===== src/rtl/bp_stream_io_responder.sv =====
// bp_stream_io_responder
//
// Host-side endpoint for processor-initiated uncached IO traffic. Each
// accepted uc_wr / uc_rd command is serialized as an NBF packet
// {opcode, addr, data} onto the outgoing stream, LSB flit first. Read data
// comes back on the incoming stream. One response per command is returned on
// io_resp. Only one transaction is in flight at a time.
//
// Ports
//   clk_i, reset_i                      clock, synchronous active-high reset
//   io_cmd_i / _v_i / _ready_o          command message in (valid-then-ready)
//   io_resp_o / _v_o / _yumi_i          response message out
//   stream_v_o / stream_data_o / stream_yumi_i   outgoing NBF flits
//   stream_v_i / stream_data_i / stream_ready_o  incoming read-data flits
//
// Message layout, LSB first:
//   msg_type[3:0], addr[paddr-1:0], size[2:0], payload, then data[cce_block].
//   payload = {lce_id, way_id, coherence state(3), prefetch(1)}.
module bp_stream_io_responder #(
    parameter int paddr_width_p       = 40,
    parameter int dword_width_p       = 64,
    parameter int cce_block_width_p   = 512,
    parameter int lce_id_width_p      = 1,
    parameter int lce_assoc_p         = 8,
    parameter int stream_data_width_p = 32,
    parameter int nbf_opcode_width_p  = 8,
    parameter int nbf_addr_width_p    = paddr_width_p,
    parameter int nbf_data_width_p    = dword_width_p,

    localparam int payload_width_lp     = lce_id_width_p + $clog2(lce_assoc_p) + 4,
    localparam int header_width_lp      = 4 + paddr_width_p + 3 + payload_width_lp,
    localparam int cce_mem_msg_width_lp = header_width_lp + cce_block_width_p
) (
    input  logic                            clk_i,
    input  logic                            reset_i,

    input  logic [cce_mem_msg_width_lp-1:0] io_cmd_i,
    input  logic                            io_cmd_v_i,
    output logic                            io_cmd_ready_o,

    output logic [cce_mem_msg_width_lp-1:0] io_resp_o,
    output logic                            io_resp_v_o,
    input  logic                            io_resp_yumi_i,

    output logic                            stream_v_o,
    output logic [stream_data_width_p-1:0]  stream_data_o,
    input  logic                            stream_yumi_i,

    input  logic                            stream_v_i,
    input  logic [stream_data_width_p-1:0]  stream_data_i,
    output logic                            stream_ready_o
);

    localparam int nbf_width_lp      = nbf_opcode_width_p + nbf_addr_width_p + nbf_data_width_p;
    localparam int nbf_num_flits_lp  = (nbf_width_lp + stream_data_width_p - 1) / stream_data_width_p;
    localparam int data_num_flits_lp = (nbf_data_width_p + stream_data_width_p - 1) / stream_data_width_p;
    localparam int pkt_width_lp      = nbf_num_flits_lp * stream_data_width_p;
    localparam int rdata_width_lp    = data_num_flits_lp * stream_data_width_p;
    localparam int max_flits_lp      = (nbf_num_flits_lp > data_num_flits_lp)
                                       ? nbf_num_flits_lp : data_num_flits_lp;
    localparam int cnt_width_lp      = $clog2(max_flits_lp) + 1;

    localparam logic [3:0] MSG_UC_RD = 4'd2;
    localparam logic [3:0] MSG_UC_WR = 4'd3;

    localparam logic [1:0] ST_IDLE  = 2'd0;
    localparam logic [1:0] ST_SEND  = 2'd1;
    localparam logic [1:0] ST_RDATA = 2'd2;
    localparam logic [1:0] ST_RESP  = 2'd3;

    // Sizes above 8 bytes are clamped to the 8-byte opcode; the NBF data
    // field only carries one dword.
    function automatic logic [7:0] nbf_opcode(input logic is_rd, input logic [2:0] size);
        logic [1:0] sz;
        sz = (size > 3'd3) ? 2'd3 : size[1:0];
        return {3'b000, is_rd, 2'b00, sz};
    endfunction

    // Keep the low 2^size bytes of the collected read data.
    function automatic logic [rdata_width_lp-1:0] size_mask(input logic [2:0] size);
        logic [rdata_width_lp-1:0] m;
        int nbytes;
        nbytes = 1 << size;
        m = '0;
        for (int i = 0; i < rdata_width_lp / 8; i++) begin
            if (i < nbytes) m[i*8 +: 8] = 8'hFF;
        end
        return m;
    endfunction

    logic [1:0]                    state_r;
    logic [cnt_width_lp-1:0]       cnt_r;
    logic [header_width_lp-1:0]    hdr_r;
    logic [nbf_data_width_p-1:0]   wdata_r;
    logic [rdata_width_lp-1:0]     rdata_r;

    logic [3:0]                    cmd_type;
    logic                          cmd_is_uc;
    logic [3:0]                    hdr_type;
    logic [paddr_width_p-1:0]      hdr_addr;
    logic [2:0]                    hdr_size;
    logic                          hdr_is_rd;
    logic [pkt_width_lp-1:0]       pkt;
    logic [cce_block_width_p-1:0]  resp_data;
    logic                          unused_cmd_data;

    assign cmd_type  = io_cmd_i[3:0];
    assign cmd_is_uc = (cmd_type == MSG_UC_RD) || (cmd_type == MSG_UC_WR);

    assign hdr_type  = hdr_r[3:0];
    assign hdr_addr  = hdr_r[4 +: paddr_width_p];
    assign hdr_size  = hdr_r[4 + paddr_width_p +: 3];
    assign hdr_is_rd = (hdr_type == MSG_UC_RD);

    // Only the low dword of the command data travels in the packet.
    assign unused_cmd_data = ^io_cmd_i[cce_mem_msg_width_lp-1:header_width_lp+nbf_data_width_p];

    // wdata_r is already zero for reads, so the packet needs no type check.
    assign pkt = pkt_width_lp'({nbf_opcode_width_p'(nbf_opcode(hdr_is_rd, hdr_size)),
                                hdr_addr[nbf_addr_width_p-1:0],
                                wdata_r});

    // rdata_r is cleared on accept, so writes and unsupported types return 0.
    assign resp_data = cce_block_width_p'(rdata_r & size_mask(hdr_size));

    assign io_cmd_ready_o = (state_r == ST_IDLE);
    assign stream_v_o     = (state_r == ST_SEND);
    assign stream_ready_o = (state_r == ST_RDATA);
    assign io_resp_v_o    = (state_r == ST_RESP);
    assign io_resp_o      = {resp_data, hdr_r};
    assign stream_data_o  = (state_r == ST_SEND)
                            ? pkt[cnt_r*stream_data_width_p +: stream_data_width_p]
                            : '0;

    always_ff @(posedge clk_i) begin
        if (reset_i) begin
            state_r <= ST_IDLE;
            cnt_r   <= '0;
            hdr_r   <= '0;
            wdata_r <= '0;
            rdata_r <= '0;
        end else begin
            case (state_r)
                ST_IDLE: begin
                    if (io_cmd_v_i) begin
                        hdr_r   <= io_cmd_i[header_width_lp-1:0];
                        wdata_r <= (cmd_type == MSG_UC_WR)
                                   ? io_cmd_i[header_width_lp +: nbf_data_width_p] : '0;
                        rdata_r <= '0;
                        cnt_r   <= '0;
                        state_r <= cmd_is_uc ? ST_SEND : ST_RESP;
                    end
                end
                ST_SEND: begin
                    if (stream_yumi_i) begin
                        if (cnt_r == cnt_width_lp'(nbf_num_flits_lp - 1)) begin
                            cnt_r   <= '0;
                            state_r <= hdr_is_rd ? ST_RDATA : ST_RESP;
                        end else begin
                            cnt_r <= cnt_r + 1'b1;
                        end
                    end
                end
                ST_RDATA: begin
                    if (stream_v_i) begin
                        rdata_r[cnt_r*stream_data_width_p +: stream_data_width_p] <= stream_data_i;
                        if (cnt_r == cnt_width_lp'(data_num_flits_lp - 1)) begin
                            cnt_r   <= '0;
                            state_r <= ST_RESP;
                        end else begin
                            cnt_r <= cnt_r + 1'b1;
                        end
                    end
                end
                default: begin
                    if (io_resp_yumi_i) state_r <= ST_IDLE;
                end
            endcase
        end
    end

endmodule


===== config.mk =====
export PLATFORM = sky130hd
export DESIGN_NAME = bp_stream_io_responder
export DESIGN_NICKNAME = d
export VERILOG_FILES = /design/src/rtl/bp_stream_io_responder.sv
export SDC_FILE = /design/constraint.sdc
export NUM_CORES = 1
export LEC_CHECK = 0
export BUFFER_PORTS_ARGS = -buffer_cell sky130_fd_sc_hd__buf_2
export CAP_MARGIN = 20
export CORE_AREA = 4 4 471 473
export CTS_CLUSTER_DIAMETER = 150
export DETAILED_ROUTE_END_ITERATION = 16
export DIE_AREA = 0 0 475 477
export MAX_ROUTING_LAYER = met4
export PLACE_DENSITY = 0.3
export SETUP_SLACK_MARGIN = 0.3
export SLEW_MARGIN = 20
export SYNTH_ARGS = -nofsm -noshare
export SYNTH_HDL_FRONTEND = slang
export SYNTH_SLANG_ARGS = --single-unit

===== constraint.sdc =====
create_clock -name clk_i -period 3.05 [get_ports clk_i]
set_input_delay 0.61 -clock clk_i [delete_from_list [all_inputs] [get_ports clk_i]]
set_output_delay 0.61 -clock clk_i [all_outputs]
set_load 0.005 [all_outputs]

==> flow_summary.json <==
{
  "outcome": "finished clean",
  "hold-path-endpoint": "hdr_r[28]$_SDFFE_PP0P_",
  "wl_per_cell_um": 12.9,
  "synth_compound_area_share_pct": 11.1,
  "crit_type": "flip-flop to primary output",
  "r2r_slack_ps": 440,
  "num_rows": 171,
  "path_max_fanout": 6,
  "max_cap_viol_count": 0,
  "rsz0062_at_grt": "true",
  "yosysWarnings": 0,
  "min_path_type": "input port to flip-flop",
  "cts.path.max_buffers": 2,
  "required_ps": 2440,
  "startpoint_type": "flip-flop",
  "cp-end-kind": "primary output",
  "clock_sinks": 188,
  "dp.cells": 4485,
  "clk_latency_ps": 560,
  "clk_pin_slew_worst_paths_ps": 120,
  "gp_congestion": 0.699,
  "yosysSeqAreaShare_pct": 32.0,
  "yosysUniqueCellTypes": 39,
  "ctsHoldBuffers": 0,
  "finish.net_count": 2280,
  "root_buffer": "clkbuf_16",
  "hold_viol_final": 0,
  "ioPinCount": 1208,
  "dieHeight_um": 477,
  "finalMaxSlewViolations": 0,
  "setup_viol": 0,
  "slew-limit-headroom_pct": 48.2,
  "numCtsBuffers": 17,
  "grt_pass1_wl_mm": 75.5,
  "initial_utilization_pct": 5.43,
  "final_util_pct": 7.38,
  "antenna_found_initial": 42,
  "wirelength_mm": 58.6,
  "p_leak_nw": 6.28,
  "synth.cell_area_sq_um": 11800,
  "tightest_slew_ps": 778,
  "ir_drop_mv": 0.485,
  "rr_endpoint": "rdata_r[27]$_SDFFE_PP0P_",
  "fin_skew_ps": 31.2,
  "track_usage_pct": 5.15,
  "num_vias": 9153,
  "firstDrtPassIters": 5,
  "synthMuxAreaShare_pct": 6.23,
  "holdCritStartpoint": "io_cmd_i[28]",
  "max_freq_mhz": 376,
  "grt_pass1_vias": 8376,
  "portBuffers": 311,
  "netlist_instances": 1420,
  "powerDensity_nw_per_um2": 485,
  "synth-xor-area-share_pct": 0,
  "synth_async_sr_flop_share_pct": 0,
  "min_period_over_period_pct": 87.2,
  "setup-tns-final_ps": 0,
  "htree_levels": 4,
  "synthAdderAreaFrac_pct": 1.17,
  "drt_iter0_markers": 301,
  "ys_seq_elements": 188,
  "ant_nets": 0,
  "crit_arrival_ps": 2050,
  "whs_path_depth": 3,
  "drive_gt1_share_pct": 25.5,
  "drcViolationCount": 0,
  "overflow": 0,
  "r2r_cells": 10,
  "grt_max_degree": 126,
  "reg2reg_from": "cnt_r[0]$_SDFFE_PP0P_",
  "synth_edf_count": 0,
  "syn_area_per_cell_sq_um": 8.29,
  "syn_to_final_growth_pct": 36.1,
  "vias_per_cell": 2.01,
  "cts_tree": "yes",
  "synth_top_family_by_area": "buffers and inverters",
  "core_area_sq_um": 217000,
  "place_hpwl_mm": 44.2,
  "die_x_um": 475,
  "synth_flop_cell": "dfxtp_1",
  "finalCriticalPeriod_ps": 2660,
  "die_area_sq_um": 227000,
  "synth-simple-area-share_pct": 15.0,
  "fin_cells": 4552
}
registers in the layout, summed over array words and instances, names as in the netlist:
| register | flops |
|---|---|
| rdata_r | 64 |
| cnt_r | 3 |
| hdr_r | 55 |
| state_r | 2 |
| wdata_r | 64 |
what timing repair did:
item / CTS / global route
resized for setup: 22 / 33
gates cloned: 5 / 0
setup endpoints to repair: 50 / 60
pin swaps: 6 / 6
setup buffers: 7 / 2
layout make-up:
cell class | instances | area, sq um
inverters | 10 | 37.5
diodes | 21 | 52.6
well taps | 2854 | 3570
multi-input cells | 1100 | 5840
clock inverters | 15 | 153
clock buffers | 17 | 425
repair buffers | 347 | 2170
flip-flops and latches | 188 | 3770
fillers | 25493 | 201000
cell usage after synthesis, types with 2 or more instances:
master    instances  area, sq um
or3_1             4         25.0
nor3_1            2         10.0
buf_1            10         37.5
nand2b_1         34          213
nor2b_1          62          388
and3_1            8         50.1
nor2_1          113          424
buf_4           488         3660
buf_2            10         50.1
ha_1             11          138
o21ai_0           7         35.0
nand4_1           2         12.5
o21ai_1           2         10.0
a22o_1           32          280
buf_6             6         67.6
nand2_1         148          556
mux2i_1          53          531
a21oi_1          80          400
dfxtp_1         188         3760
inv_1            10         37.5
a211oi_1          6         45.0
a22oi_1          64          480
a41o_1            2         20.0
mux4_2            9          203
clkbuf_1         55          206
cells in the final DEF (no fill, tap or decap), types with 5 or more instances in the layout:
master     count
nor2_1       107
conb_1       448
a22oi_1       64
clkbuf_16     17
nand2_1      145
buf_2        303
a211oi_1       5
diode_2       21
nand2b_1      34
buf_12        10
inv_8          5
buf_16         8
dfxtp_1      185
buf_6         10
buf_4         16
ha_1          10
o21ai_0        6
and3_4         7
mux4_2         9
inv_1         10
nor2b_1       61
a21oi_1       75
a22o_1        32
mux2i_1       48
cell families (layout without fill, tap and decap cells):
group                      after synthesis  after routing
AOI/OAI and AO/OA                      197            197
DFF                                    188            188
other                                    1            469
muxes                                   62             62
and+or+nand+nor                        382            382
adders and majority gates               11             11
buffers and inverters                  579            389
how the worst max path moves through the flow:
stage / start / to / slack (ps) / depth (start not counted)
after floorplan: cnt_r[0]$_SDFFE_PP0P_ / rdata_r[10]$_SDFFE_PP0P_ / 440 / 11
after global placement: cnt_r[0]$_SDFFE_PP0P_ / rdata_r[22]$_SDFFE_PP0P_ / 450 / 9
after detailed placement: cnt_r[0]$_SDFFE_PP0P_ / rdata_r[18]$_SDFFE_PP0P_ / 450 / 9
after CTS: cnt_r[0]$_SDFFE_PP0P_ / stream_data_o[20] / 240 / 8
after global routing: cnt_r[0]$_SDFFE_PP0P_ / stream_data_o[16] / 280 / 8
final: cnt_r[0]$_SDFFE_PP0P_ / stream_data_o[7] / 390 / 5
report_power, final:
group	internal (mW)	switching, mW
combinational	0.813	1.57
sequential	2.65	0.189
clock	1.09	1.45
metal layers:
layer | vias up | global-route usage, % | routed length, um
li1 | 4227 | - | -
met1 | 4178 | 5.02 | 20900
met2 | 669 | 9.17 | 30400
met3 | 79 | 2.29 | 6290
met4 | 0 | 1.51 | 1050
met5 | - | - | 0
worst max-delay path, stage by stage, from the launching register on:
cell and delay (ps):
dfxtp_4 380, buf_12 130, buf_16 150, mux4_2 560, and3_4 180, buf_6 110
stage by stage:
| stage | setup slack (ps) | total power [mW] | instance area [sq um] | hold slack [ps] |
|---|---|---|---|---|
| finish | 391 | 7.76 | 16000 | 277 |
| global route | 280 | 8.37 | 16000 | 207 |
| CTS | 241 | 8.11 | 15800 | 168 |
| detailed placement | 450 | 5.17 | 14900 | 447 |
| global placement | 452 | 5.19 | 14900 | 444 |
| floorplan | 440 | 4.55 | 13400 | 441 |
(Power assumes the default switching activity.)
